==> config.mk <==
export PLATFORM = sky130hd
export DESIGN_NAME = core_ctrl_flat
export DESIGN_NICKNAME = d
export VERILOG_FILES = /design/src/rtl/core_ctrl_pkg.sv /design/src/rtl/core_ctrl_if.sv /design/src/rtl/core_ctrl_dly.sv /design/src/rtl/core_ctrl.sv /design/src/flat_wrapper.sv
export SDC_FILE = /design/constraint.sdc
export NUM_CORES = 1
export LEC_CHECK = 0
export CORE_MARGIN = 3
export CORE_UTILIZATION = 50
export CTS_BUF_LIST = sky130_fd_sc_hd__clkbuf_4 sky130_fd_sc_hd__clkbuf_8 sky130_fd_sc_hd__clkbuf_16
export DETAILED_ROUTE_END_ITERATION = 6
export PLACE_DENSITY_LB_ADDON = 0.12
export SLEW_MARGIN = 15
export SYNTH_ARGS = -nofsm -noshare
export SYNTH_HDL_FRONTEND = slang
export SYNTH_SLANG_ARGS = --single-unit
==> constraint.sdc <==
create_clock -name clk -period 2.3 [get_ports clk]
set_input_delay 0.46 -clock clk [delete_from_list [all_inputs] [get_ports clk]]
set_output_delay 0.46 -clock clk [all_outputs]
set_load 0.1 [all_outputs]
==> src/rtl/core_ctrl_pkg.sv <==
// Shared types and helpers for the per-core tile sequencer.
package core_ctrl_pkg;

  localparam int unsigned DEF_GBUS_ADDR  = 12;
  localparam int unsigned DEF_LBUF_DEPTH = 16;
  localparam int unsigned DEF_CDATA_BIT  = 8;

  typedef enum logic [2:0] {
    ST_IDLE,
    ST_LOAD,
    ST_DRAIN,
    ST_COMP,
    ST_NEXT,
    ST_FLUSH,
    ST_DONE
  } state_e;

  // A job is runnable only if every output fits in the buffer and there is work to do.
  function automatic logic cfg_ok(input int unsigned acc_num,
                                  input int unsigned out_num,
                                  input int unsigned depth);
    return (acc_num != 0) && (acc_num <= depth) && (out_num != 0);
  endfunction

endpackage

==> src/rtl/core_ctrl_if.sv <==
// Control bundle between the global controller, core_ctrl and the core datapath ports.
interface core_ctrl_if
  import core_ctrl_pkg::*;
#(
  parameter int unsigned GBUS_ADDR  = DEF_GBUS_ADDR,
  parameter int unsigned LBUF_DEPTH = DEF_LBUF_DEPTH,
  parameter int unsigned LBUF_ADDR  = $clog2(LBUF_DEPTH),
  parameter int unsigned CDATA_BIT  = DEF_CDATA_BIT
);

  logic                 start;
  logic [GBUS_ADDR-1:0] cfg_base_addr;
  logic [CDATA_BIT-1:0] cfg_acc_num;
  logic [CDATA_BIT-1:0] cfg_out_num;
  logic                 cfg_wb_en;
  logic [GBUS_ADDR-1:0] cfg_wb_addr;
  logic                 core_odata_valid;

  logic                 busy;
  logic                 done;
  logic                 err;
  logic [GBUS_ADDR-1:0] cmem_raddr;
  logic                 cmem_ren;
  logic [GBUS_ADDR-1:0] cmem_waddr;
  logic                 cmem_wen;
  logic [LBUF_ADDR-1:0] lbuf_waddr;
  logic [LBUF_ADDR-1:0] lbuf_raddr;
  logic [LBUF_ADDR-1:0] abuf_raddr;
  logic                 lbuf_ren;
  logic                 abuf_ren;

  modport master (
    output start, cfg_base_addr, cfg_acc_num, cfg_out_num, cfg_wb_en, cfg_wb_addr,
           core_odata_valid,
    input  busy, done, err, cmem_raddr, cmem_ren, cmem_waddr, cmem_wen,
           lbuf_waddr, lbuf_raddr, abuf_raddr, lbuf_ren, abuf_ren
  );

  modport slave (
    input  start, cfg_base_addr, cfg_acc_num, cfg_out_num, cfg_wb_en, cfg_wb_addr,
           core_odata_valid,
    output busy, done, err, cmem_raddr, cmem_ren, cmem_waddr, cmem_wen,
           lbuf_waddr, lbuf_raddr, abuf_raddr, lbuf_ren, abuf_ren
  );

endinterface

==> src/rtl/core_ctrl_dly.sv <==
// Fixed-latency shift register aligning the load beat index with returning memory data.
module core_ctrl_dly #(
  parameter int unsigned W   = 4,
  parameter int unsigned LAT = 1
) (
  input  logic         clk,
  input  logic         rst_n,
  input  logic [W-1:0] i_d,
  output logic [W-1:0] o_q
);

  if (LAT == 0) begin : g_bypass
    assign o_q = i_d;
  end else begin : g_pipe
    logic [W-1:0] r_pipe [LAT];

    always_ff @(posedge clk or negedge rst_n) begin
      if (!rst_n) begin
        for (int unsigned i = 0; i < LAT; i++) r_pipe[i] <= '0;
      end else begin
        r_pipe[0] <= i_d;
        for (int unsigned i = 1; i < LAT; i++) r_pipe[i] <= r_pipe[i-1];
      end
    end

    assign o_q = r_pipe[LAT-1];
  end

endmodule

==> src/rtl/core_ctrl.sv <==
// Per-core sequencer: loads one row per output into LBUF, streams LBUF/ABUF reads, tracks KV write-back.
module core_ctrl
  import core_ctrl_pkg::*;
#(
  parameter int unsigned GBUS_ADDR  = DEF_GBUS_ADDR,
  parameter int unsigned LBUF_DEPTH = DEF_LBUF_DEPTH,
  parameter int unsigned LBUF_ADDR  = $clog2(LBUF_DEPTH),
  parameter int unsigned CDATA_BIT  = DEF_CDATA_BIT,
  parameter int unsigned MEM_LAT    = 1,
  parameter int unsigned PIPE_LAT   = 8
) (
  input  logic       clk,
  input  logic       rst,
  core_ctrl_if.slave bus
);

  localparam int unsigned WAIT_W = $clog2(MEM_LAT + PIPE_LAT + 2);

  state_e               r_state, w_next;
  logic [GBUS_ADDR-1:0] r_rptr;
  logic [GBUS_ADDR-1:0] r_waddr;
  logic [CDATA_BIT-1:0] r_acc;
  logic [CDATA_BIT-1:0] r_outnum;
  logic [CDATA_BIT-1:0] r_out;
  logic [CDATA_BIT-1:0] r_beat;
  logic [WAIT_W-1:0]    r_wait;
  logic                 r_wb_en;
  logic                 r_err;

  logic                 w_start_ok;
  logic                 w_cfg_ok;
  logic                 w_beat_last;
  logic                 w_mem_last;
  logic                 w_pipe_last;
  logic                 w_out_last;
  logic                 w_busy;
  logic [LBUF_ADDR-1:0] w_lbuf_waddr;

  assign w_start_ok  = (r_state == ST_IDLE) && bus.start;
  assign w_cfg_ok    = cfg_ok(32'(bus.cfg_acc_num), 32'(bus.cfg_out_num), LBUF_DEPTH);
  assign w_beat_last = (CDATA_BIT'(r_beat + 1'b1) == r_acc);
  assign w_mem_last  = ((32'(r_wait) + 32'd1) == MEM_LAT);
  assign w_pipe_last = ((32'(r_wait) + 32'd1) == PIPE_LAT);
  assign w_out_last  = (CDATA_BIT'(r_out + 1'b1) == r_outnum);

  always_comb begin
    w_next = r_state;
    case (r_state)
      ST_IDLE:  if (bus.start) w_next = w_cfg_ok ? ST_LOAD : ST_DONE;
      ST_LOAD:  if (w_beat_last) w_next = (MEM_LAT == 0) ? ST_COMP : ST_DRAIN;
      ST_DRAIN: if (w_mem_last) w_next = ST_COMP;
      ST_COMP:  if (w_beat_last) w_next = ST_NEXT;
      ST_NEXT: begin
        if (!w_out_last)        w_next = ST_LOAD;
        else if (PIPE_LAT == 0) w_next = ST_DONE;
        else                    w_next = ST_FLUSH;
      end
      ST_FLUSH: if (w_pipe_last) w_next = ST_DONE;
      ST_DONE:  w_next = ST_IDLE;
      default:  w_next = ST_IDLE;
    endcase
  end

  always_ff @(posedge clk or negedge rst) begin
    if (!rst) begin
      r_state  <= ST_IDLE;
      r_rptr   <= '0;
      r_waddr  <= '0;
      r_acc    <= '0;
      r_outnum <= '0;
      r_out    <= '0;
      r_beat   <= '0;
      r_wait   <= '0;
      r_wb_en  <= 1'b0;
      r_err    <= 1'b0;
    end else begin
      r_state <= w_next;

      if (w_start_ok) begin
        r_acc    <= bus.cfg_acc_num;
        r_outnum <= bus.cfg_out_num;
        r_wb_en  <= bus.cfg_wb_en;
        r_rptr   <= bus.cfg_base_addr;
        r_waddr  <= bus.cfg_wb_addr;
        r_err    <= !w_cfg_ok;
        r_out    <= '0;
      end else begin
        // Row pointer runs across outputs so output j reads base + j*acc_num + k.
        if (r_state == ST_LOAD) r_rptr <= r_rptr + 1'b1;
        if ((r_state != ST_IDLE) && bus.core_odata_valid) r_waddr <= r_waddr + 1'b1;
        if (r_state == ST_NEXT) r_out <= r_out + 1'b1;
      end

      if ((r_state == ST_LOAD) || (r_state == ST_COMP))
        r_beat <= w_beat_last ? '0 : r_beat + 1'b1;
      else
        r_beat <= '0;

      if (((r_state == ST_DRAIN) && !w_mem_last) || ((r_state == ST_FLUSH) && !w_pipe_last))
        r_wait <= r_wait + 1'b1;
      else
        r_wait <= '0;
    end
  end

  core_ctrl_dly #(
    .W   (LBUF_ADDR),
    .LAT (MEM_LAT)
  ) u_dly (
    .clk   (clk),
    .rst_n (rst),
    .i_d   (r_beat[LBUF_ADDR-1:0]),
    .o_q   (w_lbuf_waddr)
  );

  assign w_busy = (r_state != ST_IDLE) && (r_state != ST_DONE);

  assign bus.busy       = w_busy;
  assign bus.done       = (r_state == ST_DONE);
  assign bus.err        = r_err;
  assign bus.cmem_ren   = (r_state == ST_LOAD);
  assign bus.cmem_raddr = r_rptr;
  assign bus.cmem_wen   = w_busy & r_wb_en;
  assign bus.cmem_waddr = r_waddr;
  assign bus.lbuf_waddr = w_lbuf_waddr;
  assign bus.lbuf_ren   = (r_state == ST_COMP);
  assign bus.abuf_ren   = (r_state == ST_COMP);
  assign bus.lbuf_raddr = r_beat[LBUF_ADDR-1:0];
  assign bus.abuf_raddr = r_beat[LBUF_ADDR-1:0];

endmodule
==> src/flat_wrapper.sv <==
// flat-port wrapper written by rule: the top's interface ports become plain ports
module core_ctrl_flat import core_ctrl_pkg::*;
#(
  parameter int unsigned GBUS_ADDR  = DEF_GBUS_ADDR,
  parameter int unsigned LBUF_DEPTH = DEF_LBUF_DEPTH,
  parameter int unsigned LBUF_ADDR  = $clog2(LBUF_DEPTH),
  parameter int unsigned CDATA_BIT  = DEF_CDATA_BIT,
  parameter int unsigned MEM_LAT    = 1,
  parameter int unsigned PIPE_LAT   = 8
)
  (clk, rst, bus_start, bus_cfg_base_addr, bus_cfg_acc_num, bus_cfg_out_num, bus_cfg_wb_en, bus_cfg_wb_addr, bus_core_odata_valid, bus_busy, bus_done, bus_err, bus_cmem_raddr, bus_cmem_ren, bus_cmem_waddr, bus_cmem_wen, bus_lbuf_waddr, bus_lbuf_raddr, bus_abuf_raddr, bus_lbuf_ren, bus_abuf_ren);
  core_ctrl_if #(.GBUS_ADDR(GBUS_ADDR), .LBUF_DEPTH(LBUF_DEPTH), .LBUF_ADDR(LBUF_ADDR), .CDATA_BIT(CDATA_BIT)) bus_i ();
  input  logic clk;
  input  logic rst;
  input wire logic [$bits(bus_i.start)-1:0] bus_start;
  input wire logic [$bits(bus_i.cfg_base_addr)-1:0] bus_cfg_base_addr;
  input wire logic [$bits(bus_i.cfg_acc_num)-1:0] bus_cfg_acc_num;
  input wire logic [$bits(bus_i.cfg_out_num)-1:0] bus_cfg_out_num;
  input wire logic [$bits(bus_i.cfg_wb_en)-1:0] bus_cfg_wb_en;
  input wire logic [$bits(bus_i.cfg_wb_addr)-1:0] bus_cfg_wb_addr;
  input wire logic [$bits(bus_i.core_odata_valid)-1:0] bus_core_odata_valid;
  output wire logic [$bits(bus_i.busy)-1:0] bus_busy;
  output wire logic [$bits(bus_i.done)-1:0] bus_done;
  output wire logic [$bits(bus_i.err)-1:0] bus_err;
  output wire logic [$bits(bus_i.cmem_raddr)-1:0] bus_cmem_raddr;
  output wire logic [$bits(bus_i.cmem_ren)-1:0] bus_cmem_ren;
  output wire logic [$bits(bus_i.cmem_waddr)-1:0] bus_cmem_waddr;
  output wire logic [$bits(bus_i.cmem_wen)-1:0] bus_cmem_wen;
  output wire logic [$bits(bus_i.lbuf_waddr)-1:0] bus_lbuf_waddr;
  output wire logic [$bits(bus_i.lbuf_raddr)-1:0] bus_lbuf_raddr;
  output wire logic [$bits(bus_i.abuf_raddr)-1:0] bus_abuf_raddr;
  output wire logic [$bits(bus_i.lbuf_ren)-1:0] bus_lbuf_ren;
  output wire logic [$bits(bus_i.abuf_ren)-1:0] bus_abuf_ren;
  assign bus_i.start = bus_start;
  assign bus_i.cfg_base_addr = bus_cfg_base_addr;
  assign bus_i.cfg_acc_num = bus_cfg_acc_num;
  assign bus_i.cfg_out_num = bus_cfg_out_num;
  assign bus_i.cfg_wb_en = bus_cfg_wb_en;
  assign bus_i.cfg_wb_addr = bus_cfg_wb_addr;
  assign bus_i.core_odata_valid = bus_core_odata_valid;
  assign bus_busy = bus_i.busy;
  assign bus_done = bus_i.done;
  assign bus_err = bus_i.err;
  assign bus_cmem_raddr = bus_i.cmem_raddr;
  assign bus_cmem_ren = bus_i.cmem_ren;
  assign bus_cmem_waddr = bus_i.cmem_waddr;
  assign bus_cmem_wen = bus_i.cmem_wen;
  assign bus_lbuf_waddr = bus_i.lbuf_waddr;
  assign bus_lbuf_raddr = bus_i.lbuf_raddr;
  assign bus_abuf_raddr = bus_i.abuf_raddr;
  assign bus_lbuf_ren = bus_i.lbuf_ren;
  assign bus_abuf_ren = bus_i.abuf_ren;
  core_ctrl #(.GBUS_ADDR(GBUS_ADDR), .LBUF_DEPTH(LBUF_DEPTH), .LBUF_ADDR(LBUF_ADDR), .CDATA_BIT(CDATA_BIT), .MEM_LAT(MEM_LAT), .PIPE_LAT(PIPE_LAT)) u_core (.clk(clk), .rst(rst), .bus(bus_i));
endmodule
==> results.json, run 1 <==
{
  "status": "complete, no violations",
  "synth_nets": 467,
  "drive_above_1_share_pct": 16.5,
  "top_layer": "met4",
  "fmax_ghz": 0.461,
  "layout_common_cells": "nand2_1, dfrtp_1, buf_4, clkdlybuf4s50_1, nor2_1",
  "fp.dieW_um": 92.9,
  "clkPwrFrac_pct": 12.9,
  "num_antenna_cells": 0,
  "maxSlewViolCount": 0,
  "drtPass1Iterations": 4,
  "cts_tree": "done",
  "synthArstFlopShare_pct": 100,
  "clk_latency_ns": 0.34,
  "grt.overflow.total": 0,
  "gp_congestion": 0.867,
  "reg2regPathDepth": 6,
  "rows": 31,
  "grt_max_degree": 38,
  "syn-mean-instance-area_sq_um": 9.11,
  "r2r-start": "u_core.r_beat[1]",
  "cp_slowest_cell": "or3b_1",
  "netSwitchingFraction_pct": 54.8,
  "layout.nets": 556,
  "r2r-end": "u_core.r_state[0]",
  "grt_usage_pct": 21.3,
  "syn_area_sq_um": 3780,
  "ant_nets": 0,
  "r2r_setup_slack_ns": 0.21,
  "placed_cell_area_sq_um": 4740,
  "wl_met2_um": 4180,
  "p_total_uw": 7930,
  "pwr-share-seq_pct": 26.8,
  "synth-seq-cells": 69,
  "io_buffers": 87,
  "cp-end-kind": "output pin",
  "path_cells": "or3b_1 > inv_2 > buf_12",
  "core_region_area_sq_um": 7290,
  "die_h_um": 92.9,
  "power_density_nw_per_um2": 1600,
  "min_path_type": "primary input to asynchronous set/reset pin",
  "cpPeakStageDelay_ns": 0.58,
  "wl_met1_um": 4090,
  "clock_path_buffers": 2,
  "clockRootBuffer": "clkbuf_8",
  "synth_edf_count": 0,
  "worst_slew_pin_slew_ns": 0.756,
  "power_switching_uw": 4340,
  "p_leak_uw": 0.00223,
  "crit_path_max_fanout": 8,
  "finalSetupTns_ns": 0,
  "worstSetupStartpoint": "u_core.r_state[2]",
  "cap_viol_max_count": 0,
  "report.final.hold_viol_count": 0,
  "yosys_most_used_dff": "dfrtp_1",
  "fillers": 632,
  "finClkSkew_ns": 0.00795,
  "setup_viol": 0,
  "drt_drc_violations_left": 0,
  "start_kind": "register",
  "cts_buffers": 9,
  "area_growth_syn_to_layout_pct": 30.8,
  "irDropWorstVdd_mv": 0.579,
  "required_ns": 1.84,
  "via_per_inst": 5.35,
  "intPower_uw": 3580,
  "start_util_pct": 51.8,
  "max_slew_margin_pct": 48.9,
  "rsz0062_at_grt": "no",
  "combPwrFrac_pct": 60.3,
  "grt_pass1_wl_um": 14500,
  "drt_wl_total_um": 8950,
  "drtIter0Drc": 102,
  "vias": 3251,
  "cts_sinks": 69,
  "grt_antenna_before_repair": 0,
  "fin_area_sq_um": 4940,
  "io_pins": 88,
  "final_common_cell": "nand2_1",
  "grt_pass1_vias": 2999,
  "yosysWarnings": 0,
  "routedWlPerCell_um": 14.7,
  "period_minus_slack_ns": 2.17,
  "dr_wl_met3_um": 517,
  "synth_cell_type_count": 48,
  "postSynthCellCount": 415,
  "ys_seq_area_share_pct": 45.7,
  "critPathKind": "register to output pin",
  "crit_arrival_ns": 1.71,
  "cts.htree.levels": 3,
  "fin_crit_sh_pct": 94.3,
  "hpwlAfterDp_um": 6630,
  "clk_pin_slew_ns": 0.08,
  "fp.dieArea_sq_um": 8640
}
-- critical path, delay by kind of cell, from the launching register on --
| kind | cells | cell delay [ns] |
|---|---|---|
| and+or+nand+nor | 1 | 0.58 |
| DFF | 1 | 0.40 |
| buffers and inverters | 2 | 0.39 |
-- cell type report --
type                    instances  area, sq um  share of cell area, %
clock inverters                 4         47.5                  0.962
well taps                      99          124                   2.51
flip-flops and latches         69         1730                   35.0
multi-input cells             311         1880                   38.1
inverters                      10         37.5                  0.759
repair buffers                103          966                   19.5
clock buffers                  12          159                   3.21
-- logic make-up (layout without fill, tap and decap cells) --
group,after synthesis,in the layout,share of synthesized area [%]
flops,69,69,45.7
buf+inv,35,129,4.87
xor+xnor,44,44,11.3
fa+ha+maj,7,7,2.32
compound gates,66,66,11.4
simple gates,194,194,24.5
-- stage by stage --
stage	instances	hold WS, ns	utilization (%)	setup slack (ns)
after detailed placement	592	0.475	65.0	0.171
after global routing	608	0.171	67.8	0.0782
final	608	0.145	67.8	0.131
after floorplan	415	0.164	-	0.101
after global placement	592	0.460	65.0	0.226
after CTS	608	0.158	67.8	0.0585
-- state kept, by name (all words and copies together) (netlist names) --
register / cells
u_core.bus.cmem_raddr: 12
u_core.bus.cmem_waddr: 12
u_core.r_acc: 8
u_core.r_beat: 8
u_core.r_out: 8
u_core.r_outnum: 8
u_core.r_wait: 4
u_core.u_dly.o_q: 4
u_core.r_state: 3
u_core.bus.err: 1
u_core.r_wb_en: 1
-- cells in the mapped netlist, drive strengths merged, types with 3 or more instances --
library cell  number  area share [%]
a211oi             8             1.6
a21oi              7            0.93
a22oi              4            0.79
a311oi             4            0.93
and2               4            0.66
and3              11             1.8
buf               15             2.9
clkbuf            10            0.99
dfrtp             69              46
ha                 7             2.3
inv               10            0.99
nand2             86             8.5
nand2b             4            0.66
nand3             19             2.5
nand4              6            0.99
nor2              35             3.5
nor3              11             1.5
nor4               5             1.6
o211ai             5            0.99
o21ai             25             3.3
xnor2             25             5.8
xnor3              3             1.8
xor2              16             3.7
-- routing by layer --
| metal | GRT usage [%] | vias to the layer above |
|---|---|---|
| met3 | 3.25 | 14 |
| met4 | 8.42 | 0 |
| met1 | 30.1 | 1529 |
| li1 | - | 1602 |
| met2 | 32.8 | 106 |
| met5 | 0 | - |
-- worst max path at each step --
stage	end	slack, ns	cells past startpoint
after floorplan	u_core.bus.cmem_raddr[10]	0.10	6
after global placement	u_core.bus.cmem_waddr[8]	0.23	6
after detailed placement	u_core.bus.cmem_waddr[9]	0.17	7
after CTS	bus_cmem_ren	0.06	3
after global routing	bus_cmem_ren	0.08	3
final	bus_cmem_ren	0.13	3
-- power groups by stage --
stage	clock [uW]	combinational, uW	sequential [uW]
after global placement	0	4720	2120
final	1020	4780	2120
after floorplan	0	2110	3640
after CTS	1040	4800	2120
after detailed placement	0	4790	2140
after global routing	1100	5050	2190
-- repair_timing --
| action | 4_1_cts | 5_1_grt |
|---|---|---|
| hold buffers | 0 | 0 |
| buffers inserted | 0 | 0 |
| gates resized for setup | 0 | 1 |
| endpoints found under the setup margin | 0 | 1 |
No activity file was read; power rests on OpenSTA's default activity.
==> run 2: changes to the inputs <==
--- a/config.mk
+++ b/config.mk
@@ -6,7 +6,7 @@
 export NUM_CORES = 1
 export LEC_CHECK = 0
 export CORE_MARGIN = 3
-export CORE_UTILIZATION = 50
+export CORE_UTILIZATION = 40
 export CTS_BUF_LIST = sky130_fd_sc_hd__clkbuf_4 sky130_fd_sc_hd__clkbuf_8 sky130_fd_sc_hd__clkbuf_16
 export DETAILED_ROUTE_END_ITERATION = 6
 export PLACE_DENSITY_LB_ADDON = 0.12
==> results.json, run 2 (synthesis gave the netlist of run 1 again) <==
{
  "fin_area_sq_um": 4990,
  "fp.dieArea_sq_um": 10700,
  "grt_antenna_before_repair": 0,
  "core_region_area_sq_um": 8930,
  "ant_nets": 0,
  "rows": 34,
  "fin_crit_sh_pct": 91.1,
  "clock_path_buffers": 2,
  "final_common_cell": "nand2_1",
  "power_density_nw_per_um2": 1610,
  "grt_pass1_wl_um": 14600,
  "drt_drc_violations_left": 0,
  "place_ws_ns": 0.0957,
  "cts.htree.levels": 3,
  "critPathKind": "register to output pin",
  "die_h_um": 103,
  "fillers": 834,
  "cts_tree": "done",
  "area_growth_syn_to_layout_pct": 32.0,
  "via_per_inst": 5.18,
  "hold_buffers": 0,
  "fmax_ghz": 0.477,
  "setup_viol": 0,
  "worst_slew_pin_slew_ns": 0.767,
  "drt_wl_total_um": 8960,
  "cts_resized": 0,
  "grt_pass1_vias": 3118,
  "gp_congestion": 0.877,
  "vias": 3202,
  "cap_viol_max_count": 0,
  "cts_sinks": 69,
  "placed_cell_area_sq_um": 4760,
  "min_path_type": "primary input to asynchronous set/reset pin",
  "crit_path_max_fanout": 8,
  "num_antenna_cells": 0,
  "start_util_pct": 42.3,
  "routedWlPerCell_um": 14.5,
  "drtPass1Iterations": 4,
  "max_slew_margin_pct": 48.2,
  "multi_input_area_sq_um": 1880,
  "grt_usage_pct": 17.3,
  "period_minus_slack_ns": 2.10,
  "clk_pin_slew_ns": 0.08,
  "grt.overflow.total": 0,
  "cts_setup_buffers": 0,
  "fp.dieW_um": 103,
  "cts_buffers": 9,
  "drive_above_1_share_pct": 16.7,
  "clk_latency_ns": 0.33,
  "layout.nets": 557,
  "p_leak_uw": 0.00224,
  "report.final.hold_viol_count": 0,
  "cp-end-kind": "output pin",
  "whs_ns": 0.0762,
  "hpwlAfterDp_um": 6640,
  "finalSetupTns_ns": 0,
  "finClkSkew_ns": 0.0109,
  "rsz0062_at_grt": "no",
  "drtIter0Drc": 104,
  "layout_common_cells": "nand2_1, dfrtp_1, buf_4, clkdlybuf4s50_1, nor2_1",
  "grt_max_degree": 34,
  "irDropWorstVdd_mv": 0.704,
  "clockRootBuffer": "clkbuf_8",
  "io_pins": 88,
  "maxSlewViolCount": 0,
  "setup_ws_ns": 0.204,
  "crit_arrival_ns": 1.64,
  "io_buffers": 87,
  "status": "complete, no violations",
  "required_ns": 1.84,
  "regArea_sq_um": 1730,
  "start_kind": "register"
}
## run 2: cell types whose count changed in the layout (fill, tap and decap cells not counted), sizes merged
cell    before  now
clkinv       2    1
clkbuf      12   11
bufinv       1    2
inv         10   11
buf         60   61
## run 2: path summary, 6_finish.rpt
kind | startpoint | to | slack, ns | cells past startpoint
max in group asynchronous | rst | u_core.r_acc[1] | 1.65 | 2
min | rst | u_core.bus.cmem_waddr[6] | 0.08 | 1
max reg2reg | u_core.r_beat[1] | u_core.r_state[0] | 0.22 | 6
min in group clk | u_core.r_beat[0] | u_core.u_dly.o_q[0] | 0.48 | 0
min reg2reg | u_core.r_beat[0] | u_core.u_dly.o_q[0] | 0.48 | 0
max | u_core.r_state[2] | bus_cmem_ren | 0.20 | 3
## run 2: critical path, stage by stage, from the launching register on
cell,delay (ns)
dfrtp_1,0.37
or3b_1,0.56
inv_1,0.19
buf_12,0.19
## run 2: power breakdown
part           switching (uW)  internal (uW)  leakage, uW
Clock                     458            672     0.000116
Sequential                457           1660     0.000874
Combinational            3430           1360      0.00125
## run 2: per-stage QoR
step	total power, uW	util [%]	std cells
after global placement	6890	53.2	602
after global routing	8490	55.9	618
final	8030	55.9	618
after detailed placement	6930	53.2	602
after floorplan	5750	-	415
after CTS	8100	55.9	618
## run 2: final cells by class
type	instances	area share (%)
clock buffers	11	3.03
flip-flops and latches	69	34.6
inverters	10	0.752
well taps	108	2.71
repair buffers	104	19.5
clock inverters	5	1.63
multi-input cells	311	37.7
## run 2: per-layer routing
layer | global-route usage (%) | routed length [um] | up-vias
li1 | - | - | 1609
met1 | 24.1 | 4400 | 1506
met2 | 27.4 | 4010 | 82
met3 | 2.75 | 492 | 5
met4 | 5.98 | 64 | 0
met5 | 0 | 0 | -
==> run 3: changes to the inputs <==
--- a/config.mk
+++ b/config.mk
@@ -6,7 +6,7 @@
 export NUM_CORES = 1
 export LEC_CHECK = 0
 export CORE_MARGIN = 3
-export CORE_UTILIZATION = 40
+export CORE_UTILIZATION = 46
 export CTS_BUF_LIST = sky130_fd_sc_hd__clkbuf_4 sky130_fd_sc_hd__clkbuf_8 sky130_fd_sc_hd__clkbuf_16
 export DETAILED_ROUTE_END_ITERATION = 6
 export PLACE_DENSITY_LB_ADDON = 0.12
==> results.json, run 3 (synthesis gave the netlist of run 1 again) <==
{
  "grt_antenna_before_repair": 0,
  "core_region_area_sq_um": 7850,
  "hold_buffers": 1,
  "drt_drc_violations_left": 0,
  "rows": 32,
  "fp.dieW_um": 96.7,
  "area_growth_syn_to_layout_pct": 31.9,
  "cts_sinks": 69,
  "fin_crit_sh_pct": 95.1,
  "start_util_pct": 48.2,
  "grt_max_degree": 37,
  "status": "complete, no violations",
  "cp_slowest_cell": "or3b_1",
  "grt.overflow.total": 0,
  "cpPeakStageDelay_ns": 0.55,
  "clock_path_buffers": 2,
  "drtIter0Drc": 111,
  "cp-end-kind": "output pin",
  "start_kind": "register",
  "vias": 3210,
  "gp_congestion": 0.850,
  "maxSlewViolCount": 0,
  "fillers": 680,
  "cts_tree": "done",
  "finalSetupTns_ns": 0,
  "fmax_ghz": 0.457,
  "clk_pin_slew_ns": 0.07,
  "critPathKind": "register to output pin",
  "ant_nets": 0,
  "p_leak_uw": 0.00224,
  "grt_pass1_wl_um": 15000,
  "io_buffers": 87,
  "layout_common_cells": "nand2_1, dfrtp_1, buf_4, clkdlybuf4s50_1, nor2_1",
  "worst-path-buf-inv": 2,
  "cts_setup_buffers": 0,
  "crit_arrival_ns": 1.73,
  "required_ns": 1.84,
  "drtPass1Iterations": 4,
  "path_cells": "or3b_1 > inv_1 > buf_12",
  "crit_family": "simple AND/OR/NAND/NOR gates",
  "final_common_cell": "nand2_1",
  "r2r-end": "u_core.bus.cmem_waddr[8]",
  "min_path_type": "primary input to asynchronous set/reset pin",
  "via_per_inst": 5.25,
  "grt_pass1_vias": 3066,
  "hpwlAfterDp_um": 6790,
  "drt_wl_total_um": 8970,
  "fin_util_pct": 63.6,
  "rsz0062_at_grt": "no",
  "r2r-start": "u_core.r_state[2]",
  "cts_buffers": 9,
  "num_antenna_cells": 0,
  "cts.htree.levels": 3,
  "max_slew_margin_pct": 51.4,
  "finClkSkew_ns": 0.00685,
  "power_density_nw_per_um2": 1600,
  "cts_resized": 0,
  "routedWlPerCell_um": 14.7,
  "crit_path_max_fanout": 8,
  "report.final.hold_viol_count": 0,
  "drive_above_1_share_pct": 16.3,
  "r2r_setup_slack_ns": 0.30,
  "io_pins": 88,
  "reg2regPathDepth": 6,
  "die_h_um": 96.7,
  "cap_viol_max_count": 0,
  "clk_latency_ns": 0.34,
  "fp.dieArea_sq_um": 9340,
  "clockRootBuffer": "clkbuf_8",
  "worst_slew_pin_slew_ns": 0.720,
  "layout.nets": 557,
  "grt_usage_pct": 19.6,
  "setup_viol": 0,
  "period_minus_slack_ns": 2.19,
  "irDropWorstVdd_mv": 0.562
}
-- run 3: area by class of cell --
class / instances / area, sq um / share of cell area, %
multi-input combinational: 311 / 1880 / 37.7
inverter: 10 / 37.5 / 0.753
sequential: 69 / 1730 / 34.6
clock inverter: 6 / 86.3 / 1.73
timing repair buffer: 104 / 988 / 19.8
clock buffer: 10 / 138 / 2.76
tap: 102 / 128 / 2.56
-- run 3: per-layer routing --
| metal | routed length [um] | up-vias | share of wire [%] | track usage [%] |
|---|---|---|---|---|
| met3 | 422 | 7 | 4.7 | 3.68 |
| met4 | 89 | 0 | 0.99 | 6.59 |
| met5 | 0 | - | 0 | 0 |
| met1 | 4390 | 1523 | 49 | 29.1 |
| li1 | - | 1603 | - | - |
| met2 | 4060 | 77 | 45 | 28.7 |
-- run 3: per-stage QoR --
step	setup WS (ns)	area (sq um)	cells	total power (uW)	hold WS (ns)
after floorplan	0.101	3790	415	5750	0.164
after detailed placement	0.0929	4750	595	6940	0.307
final	0.113	4990	612	8000	0.497
after global routing	0.0130	4990	612	8430	0.495
after CTS	0.0920	4990	612	8060	0.481
after global placement	0.148	4750	595	6860	0.312
-- run 3: worst max-delay path by stage --
stage	end	slack [ns]	cells after the start	from
floorplan	u_core.bus.cmem_raddr[10]	0.10	6	u_core.bus.cmem_raddr[0]
global placement	u_core.bus.cmem_waddr[8]	0.15	6	bus_core_odata_valid
detailed placement	u_core.bus.cmem_waddr[8]	0.09	6	bus_core_odata_valid
CTS	bus_cmem_ren	0.09	3	u_core.r_state[2]
global route	bus_cmem_ren	0.01	3	u_core.r_state[2]
finish	bus_cmem_ren	0.11	3	u_core.r_state[2]
-- run 3: where the power goes --
part	internal, uW	total, uW	switching [uW]
Combinational	1360	4790	3430
Clock	638	1100	466
Sequential	1660	2110	446
